File: config.mk
export PLATFORM = sky130hd
export DESIGN_NAME = karatsuba16_mac
export DESIGN_NICKNAME = d
export VERILOG_FILES = /design/src/rtl/karatsuba_pkg.sv /design/src/rtl/karatsuba16.sv /design/src/rtl/karatsuba16_mac.sv
export SDC_FILE = /design/constraint.sdc
export NUM_CORES = 1
export LEC_CHECK = 0
export ABC_AREA = 1
export CORE_UTILIZATION = 45
export DETAILED_ROUTE_END_ITERATION = 10
export SLEW_MARGIN = 20
export SYNTH_ARGS = -nofsm -noshare
export SYNTH_HDL_FRONTEND = slang
export SYNTH_SLANG_ARGS = --single-unit
File: constraint.sdc
create_clock -name clk -period 15.1 [get_ports clk]
set_input_delay 3.775 -clock clk [delete_from_list [all_inputs] [get_ports clk]]
set_output_delay 3.775 -clock clk [all_outputs]
set_load 0.05 [all_outputs]
File: src/rtl/karatsuba_pkg.sv
// Shared definitions for the karatsuba16 multiplier and its MAC stage:
// operand/product widths, MAC state encoding and an overflow helper.
package karatsuba_pkg;

    localparam int OP_W   = 16;
    localparam int PROD_W = 32;

    typedef enum logic [1:0] {
        ACCUM = 2'd0,
        FLUSH = 2'd1,
        HOLD  = 2'd2
    } state_t;

    // Signed add overflow from the operand and result sign bits; the caller
    // clamps toward the common operand sign when this is set.
    function automatic logic sadd_ovf(input logic sign_a, input logic sign_b,
                                      input logic sign_r);
        return (sign_a == sign_b) && (sign_r != sign_a);
    endfunction

endpackage

File: src/rtl/karatsuba16.sv
// Combinational signed 16x16 multiplier, one level of Karatsuba on 8-bit halves.
// High halves are signed, low halves unsigned, so a = ah*2^8 + al exactly.
module karatsuba16
    import karatsuba_pkg::*;
(
    input  logic [OP_W-1:0]   a,
    input  logic [OP_W-1:0]   b,
    output logic [PROD_W-1:0] p
);

    logic signed [15:0] z2;
    logic        [15:0] z0;
    logic signed [9:0]  sa;
    logic signed [9:0]  sb;
    logic signed [19:0] sa_x;
    logic signed [19:0] sb_x;
    logic signed [19:0] m;
    logic signed [19:0] z1;

    assign z2 = $signed({{8{a[15]}}, a[15:8]}) * $signed({{8{b[15]}}, b[15:8]});
    assign z0 = {8'b0, a[7:0]} * {8'b0, b[7:0]};

    assign sa   = $signed({{2{a[15]}}, a[15:8]} + {2'b00, a[7:0]});
    assign sb   = $signed({{2{b[15]}}, b[15:8]} + {2'b00, b[7:0]});
    assign sa_x = $signed({{10{sa[9]}}, sa});
    assign sb_x = $signed({{10{sb[9]}}, sb});
    assign m    = sa_x * sb_x;

    // Middle term ah*bl + al*bh recovered from the single cross product.
    assign z1 = m - $signed({{4{z2[15]}}, z2}) - $signed({4'b0, z0});

    assign p = {z2, 16'b0} + {{4{z1[19]}}, z1, 8'b0} + {16'b0, z0};

endmodule

File: src/rtl/karatsuba16_mac.sv
// Streaming signed multiply-accumulate around karatsuba16 with valid/ready ports.
// Define KARATSUBA_MAC_SAT_EN for a saturating accumulator with sticky overflow.
module karatsuba16_mac
    import karatsuba_pkg::*;
#(
    parameter int ACC_W = 40,
    parameter int CNT_W = 8
) (
    input  logic             clk,
    input  logic             rst_n,
    input  logic             in_valid,
    output logic             in_ready,
    input  logic [15:0]      in_a,
    input  logic [15:0]      in_b,
    input  logic             in_last,
    output logic             out_valid,
    input  logic             out_ready,
    output logic [ACC_W-1:0] out_acc,
    output logic [CNT_W-1:0] out_count,
    output logic             out_ovf
);

    state_t                   state;
    logic [OP_W-1:0]          a_r;
    logic [OP_W-1:0]          b_r;
    logic                     last_r;
    logic                     v1;
    logic [PROD_W-1:0]        prod;
    logic signed [ACC_W-1:0]  p_ext;
    logic signed [ACC_W-1:0]  acc;
    logic signed [ACC_W-1:0]  sum_next;
    logic [CNT_W-1:0]         count;
    logic                     accept;
    logic                     res_hs;
    logic                     clamp;

    assign in_ready  = (state == ACCUM);
    assign out_valid = (state == HOLD);
    assign accept    = in_valid && in_ready;
    assign res_hs    = out_valid && out_ready;

    karatsuba16 u_mul (
        .a (a_r),
        .b (b_r),
        .p (prod)
    );

    assign p_ext = ACC_W'($signed(prod));

`ifdef KARATSUBA_MAC_SAT_EN
    logic signed [ACC_W-1:0] raw_sum;
    logic                    ovf;

    always_comb begin
        raw_sum  = acc + p_ext;
        clamp    = sadd_ovf(acc[ACC_W-1], p_ext[ACC_W-1], raw_sum[ACC_W-1]);
        sum_next = raw_sum;
        if (clamp)
            sum_next = acc[ACC_W-1] ? $signed({1'b1, {(ACC_W-1){1'b0}}})
                                    : $signed({1'b0, {(ACC_W-1){1'b1}}});
    end

    always_ff @(posedge clk) begin
        if (!rst_n || res_hs)
            ovf <= 1'b0;
        else if (v1 && clamp)
            ovf <= 1'b1;
    end

    assign out_ovf = ovf;
`else
    always_comb begin
        clamp    = 1'b0;
        sum_next = acc + p_ext;
    end

    assign out_ovf = 1'b0;
`endif

    always_ff @(posedge clk) begin
        if (!rst_n) begin
            state  <= ACCUM;
            v1     <= 1'b0;
            a_r    <= '0;
            b_r    <= '0;
            last_r <= 1'b0;
            acc    <= '0;
            count  <= '0;
        end else begin
            v1 <= accept;
            if (accept) begin
                a_r    <= in_a;
                b_r    <= in_b;
                last_r <= in_last;
            end

            if (res_hs) begin
                acc   <= '0;
                count <= '0;
            end else if (v1) begin
                acc <= sum_next;
                if (count != '1)
                    count <= count + 1'b1;
            end

            case (state)
                ACCUM:   if (accept && in_last) state <= FLUSH;
                FLUSH:   if (v1 && last_r)      state <= HOLD;
                HOLD:    if (out_ready)         state <= ACCUM;
                default:                        state <= ACCUM;
            endcase
        end
    end

    assign out_acc   = acc;
    assign out_count = count;

endmodule
==> impl_metrics.py, run 1 <==
metrics = {
    "critical_path": {
        "endpoint_kind": "flip-flop",
        "setup.worst_path.start": "b_r[15]",
        "critical-path-max-stage-delay_ns": 0.54,
        "crit_top_cell": "nand2_1",
        "r2r-start": "b_r[15]",
        "path_max_fanout": 9,
        "start_kind": "flip-flop",
        "cp_slowest_cell": "fa_1",
        "worstPathRequired_ns": 15.43,
        "criticalPathCategory": "reg2reg",
        "arrival_ns": 12.88,
    },
    "route": {
        "via_count": 14700,
        "wire_per_inst_um": 15.2,
        "final_antenna_net_count": 0,
        "drt-vias-per-instance": 4.91,
        "drt_wl_total_mm": 45.7,
        "first_pass_iters": 5,
        "route.detailed.drc": 0,
        "drtIter0Drc": 546,
    },
    "layout": {
        "fill_cells": 3929,
        "nets": 2942,
        "syn2layout_area_growth_pct": 9.26,
        "multi_input_area_um2": 13100,
        "register_area_um2": 1680,
        "diodes": 0,
        "drive_gt1_frac": 0.0350,
    },
    "cts": {
        "clock_path_buffers": 2,
        "cts_setup_buffers": 0,
        "htreeDepth": 3,
        "cts_made_buffers": 9,
        "clk_latency_ns": 0.39,
        "tritoncts": "done",
        "clock_sinks": 84,
        "root_buffer": "clkbuf_16",
        "clk_pin_slew_ns": 0.07,
        "cts_resized": 0,
        "cts-hold-fix-buffers": 0,
    },
    "run_status": {
        "run_status": "finished, final reports clean",
    },
    "global_routing": {
        "grt_antenna_before_repair": 0,
        "gr-total-overflow": 0,
        "first_global_vias": 15200,
        "grt_pass1_wl_mm": 76.1,
        "grt_start_max_net_pins": 45,
        "track_usage": 0.248,
    },
    "floorplan": {
        "die_h_um": 199,
        "num_io_pins": 88,
        "die_area_um2": 39400,
        "core_area_um2": 37800,
        "initial_core_util": 0.460,
        "std_cell_rows": 71,
        "die_width_um": 199,
    },
    "timing": {
        "rsz0062_at_grt": "no",
        "skew_ns": 0.00741,
        "slew_headroom": 0.359,
        "setup_viol": 0,
        "drv_slew": 0,
        "min_period_ns": 12.56,
        "hold_viol_final": 0,
        "fmax_mhz": 79.6,
        "min_period_over_period": 0.832,
        "tightestPinTransition_ns": 0.960,
        "setup_tns_ns": 0,
    },
    "synth": {
        "postSynthCellCount": 2435,
        "ys_warn_count": 0,
        "syn_area_per_cell_um2": 7.14,
        "ys_seq_area_frac": 0.0967,
        "synth_area_leader_cell": "fa_1",
        "yosysMostFrequentCell": "inv_1",
        "synthFlopType": "dfxtp_1",
        "synth_cell_types": 55,
        "synth-seq-cells": 84,
        "synth-async-reset-ratio": 0,
        "synthTopCellsByArea": "fa_1 (25%), ha_1 (15%), inv_1 (13%), dfxtp_1 (9.7%), nand2_1 (9.3%)",
        "syn_nets": 2896,
        "yosysTopAreaCellShare": 0.250,
        "synth_edf_count": 0,
        "netlist_area_um2": 17400,
        "yosys-top-cells-count": "inv_1 (614), nand2_1 (431), nor2_1 (262)",
    },
    "min_path": {
        "hold_start": "out_acc[0]",
        "min_path_type": "reg2reg",
    },
    "place": {
        "hpwl_mm": 39.7,
        "portBuffers": 86,
        "routabilityCongestion": 0.940,
    },
    "flow_run": {
        "cap_violations": 0,
    },
}
==> state kept, by name, indices dropped and copies added, names as in the netlist <==
name,cells
a_r,16
b_r,16
last_r,1
out_acc,40
out_count,8
state,2
v1,1
==> logic make-up after synthesis <==
family	after synthesis	synth area share
AOI/OAI and AO/OA	329	0.109
xor gates and xnor gates	107	0.0554
adders and majority gates	424	0.399
buffers and inverters	682	0.148
DFF	84	0.0967
other	1	0.000216
and+or+nand+nor	808	0.192
==> per-layer routing <==
| metal | up-vias | share of wire | GRT usage |
|---|---|---|---|
| met2 | 274 | 0.49 | 0.453 |
| met1 | 6935 | 0.45 | 0.303 |
| met3 | 58 | 0.032 | 0.0283 |
| li1 | 7463 | - | - |
| met5 | - | 0 | 0 |
| met4 | 0 | 0.024 | 0.0755 |
==> metrics by stage <==
step / setup WS [ns] / area (um2) / util / hold WS [ns] / std cells
after global routing: 1.43 / 19000 / 0.502 / 0.507 / 2997
after detailed placement: 2.53 / 18700 / 0.495 / 0.480 / 2981
after global placement: 2.74 / 18700 / 0.495 / 0.473 / 2981
after floorplan: 3.99 / 17400 / - / 0.459 / 2435
after CTS: 2.50 / 19000 / 0.502 / 0.489 / 2997
final: 2.54 / 19000 / 0.502 / 0.490 / 2997
==> critical path: cells and delay by family (launching register included) <==
kind	cells	cell delay (ns)
AOI/OAI and AO/OA	8	1.33
buffers and inverters	10	1.02
DFF	1	0.53
xor gates and xnor gates	1	0.33
adders and majority gates	13	5.91
and+or+nand+nor	29	3.41
==> final cells by class <==
type | instances | area share
Multi-Input combinational cell | 1669 | 0.691
Inverter | 625 | 0.124
Sequential cell | 84 | 0.0886
Timing Repair Buffer | 92 | 0.0477
Tap cell | 511 | 0.0336
Clock buffer | 10 | 0.0126
Clock inverter | 6 | 0.00250
==> layout by cell type, fill, tap and decap left out, types with 22 or more instances in the layout <==
cell type and n:
inv_1 614, nand2_1 431, nor2_1 262, fa_1 217
ha_1 207, a21oi_1 123, o21ai_0 101, clkdlybuf4s50_1 86
dfxtp_1 83, xor2_1 70, nand3_1 51, xnor2_1 35
a31oi_1 22
==> path summary, 6_finish.rpt <==
check	endpoint	slack (ns)	depth (start not counted)
max	out_acc[39]	2.54	61
max reg2reg	out_acc[39]	2.54	61
min	out_acc[0]	0.49	2
min reg2reg	out_acc[0]	0.49	2
Power of run 1 is not shown: default switching activity piles up to over one toggle a cycle in this logic, so the estimate is an artifact.
==> inputs of run 2 (changes only) <==
clock period = 10.46 ns   (was 15.1 ns; I/O delays follow)
==> run 2 against run 1 <==
The run now ends with setup timing left; routed wire length increased by 13%; final cell count is 13% higher; utilization rose by 14 points; global-route usage grew 1.8 points; setup slack got worse by 3.2 ns; clock skew grew 0.0038 ns; hold slack got worse by 0.0052 ns; register-to-register slack worse by 3.2 ns; cell area is 27% higher; first-iteration DRC count up 30%; critical path type unchanged; critical endpoint unchanged; largest cell class unchanged.
==> impl_metrics.py, run 2 (synthesized netlist as in run 1, its figures left out) <==
metrics = {
    "global_routing": {
        "track_usage": 0.266,
        "grt_antenna_before_repair": 0,
        "grt_pass1_wl_mm": 82.7,
        "grt_start_max_net_pins": 54,
        "gr-total-overflow": 0,
        "first_global_vias": 17200,
    },
    "route": {
        "via_count": 16500,
        "final_antenna_net_count": 0,
        "drt-vias-per-instance": 4.90,
        "drtIter0Drc": 708,
        "wire_per_inst_um": 15.3,
        "first_pass_iters": 6,
        "drt_wl_total_mm": 51.5,
        "route.detailed.drc": 0,
    },
    "floorplan": {
        "std_cell_rows": 71,
        "die_area_um2": 39400,
        "die_width_um": 199,
        "core_area_um2": 37800,
        "initial_core_util": 0.460,
        "die_h_um": 199,
        "num_io_pins": 88,
    },
    "timing": {
        "setup_tns_ns": -3.69,
        "min_period_ns": 11.11,
        "fmax_mhz": 90.0,
        "slew_headroom": 0.264,
        "drv_slew": 0,
        "timing.final.ws_setup_ns": -0.648,
        "hold_viol_final": 0,
        "rsz0062_at_grt": "yes",
        "min_period_over_period": 1.06,
        "skew_ns": 0.0112,
        "tightestPinTransition_ns": 1.10,
        "setup_viol": 13,
    },
    "place": {
        "hpwl_mm": 41.3,
        "portBuffers": 86,
        "routabilityCongestion": 0.916,
    },
    "min_path": {
        "hold_start": "last_r",
        "timing.hold.worst_path_depth": 2,
        "min_path_type": "reg2reg",
    },
    "layout": {
        "mostFrequentLayoutCell": "inv_1",
        "diodes": 0,
        "nets": 3321,
        "layout_common_cells": "inv_1 (575), nand2_1 (364), buf_4 (334)",
        "drive_gt1_frac": 0.280,
        "largest_register_ffs": 40,
        "syn2layout_area_growth_pct": 39.0,
    },
    "critical_path": {
        "critical-path-max-stage-delay_ns": 0.55,
        "r2r-start": "b_r[2]",
        "path_max_fanout": 5,
        "cp_slowest_cell": "fa_1",
        "crit_top_cell": "fa_1",
        "worstRegToRegCells": 59,
        "criticalPathCategory": "reg2reg",
        "endpoint_kind": "flip-flop",
        "worstPathRequired_ns": 10.77,
        "arrival_ns": 11.42,
        "start_kind": "flip-flop",
        "setup.worst_path.start": "b_r[2]",
    },
    "cts": {
        "root_buffer": "clkbuf_16",
        "clk_latency_ns": 0.37,
        "tritoncts": "done",
        "clk_pin_slew_ns": 0.07,
        "clock_path_buffers": 2,
        "clock_sinks": 84,
        "htreeDepth": 3,
        "cts_made_buffers": 9,
    },
    "run_status": {
        "run_status": "finished with violations",
        "violations": "setup timing",
    },
    "flow_run": {
        "cap_violations": 0,
    },
}
## run 2: area by class of cell
type / count / area [um2]
multi-input cells: 1669 / 15200
fillers: 3266 / 13700
repair buffers: 470 / 3930
inverters: 625 / 2360
flip-flops and latches: 84 / 1740
well taps: 511 / 639
clock buffers: 10 / 239
clock inverters: 6 / 71.3
repair inverters: 1 / 8.76
## run 2: timing repair
item,CTS,global route
gates resized for setup,232,241
buffers inserted,57,40
endpoints found under the setup margin,19,21
pin swaps,145,181
cloned,1,0
hold buffers,0,0
## run 2: routing by layer
metal | up-vias | wire length [um] | GRT usage
met4 | 0 | 1640 | 0.0877
met3 | 97 | 1480 | 0.0227
li1 | 8196 | - | -
met1 | 7941 | 22500 | 0.339
met5 | - | 0 | 0
met2 | 303 | 25900 | 0.472
## run 2: worst paths after layout
| check | end | slack, ns |
|---|---|---|
| max | out_acc[39] | -0.65 |
| min | last_r | 0.48 |
| max reg2reg | out_acc[39] | -0.65 |
| min reg2reg | last_r | 0.48 |
## run 2: worst max-delay path: cells and delay by family, from the launching register on
kind	cells	cell delay, ns
fa+ha+maj	13	5.66
simple gates	26	2.87
compound gates	7	1.04
buf+inv	12	0.92
flops	1	0.37
xor+xnor	1	0.16
## run 2: metrics by stage
stage          area [um2]  cells  setup slack [ns]  utilization  hold WS (ns)
3_3_place_gp        21200   3280            -0.884        0.561         0.470
3_5_place_dp        21200   3280            -0.937        0.561         0.481
5_1_grt             24200   3376             -1.22        0.639         0.535
6_report            24200   3376            -0.648        0.639         0.485
2_1_floorplan       17700   2435           0.00477            -         0.459
4_1_cts             22900   3346            -0.408        0.604         0.492
Power of run 2 is left out for the same reason.
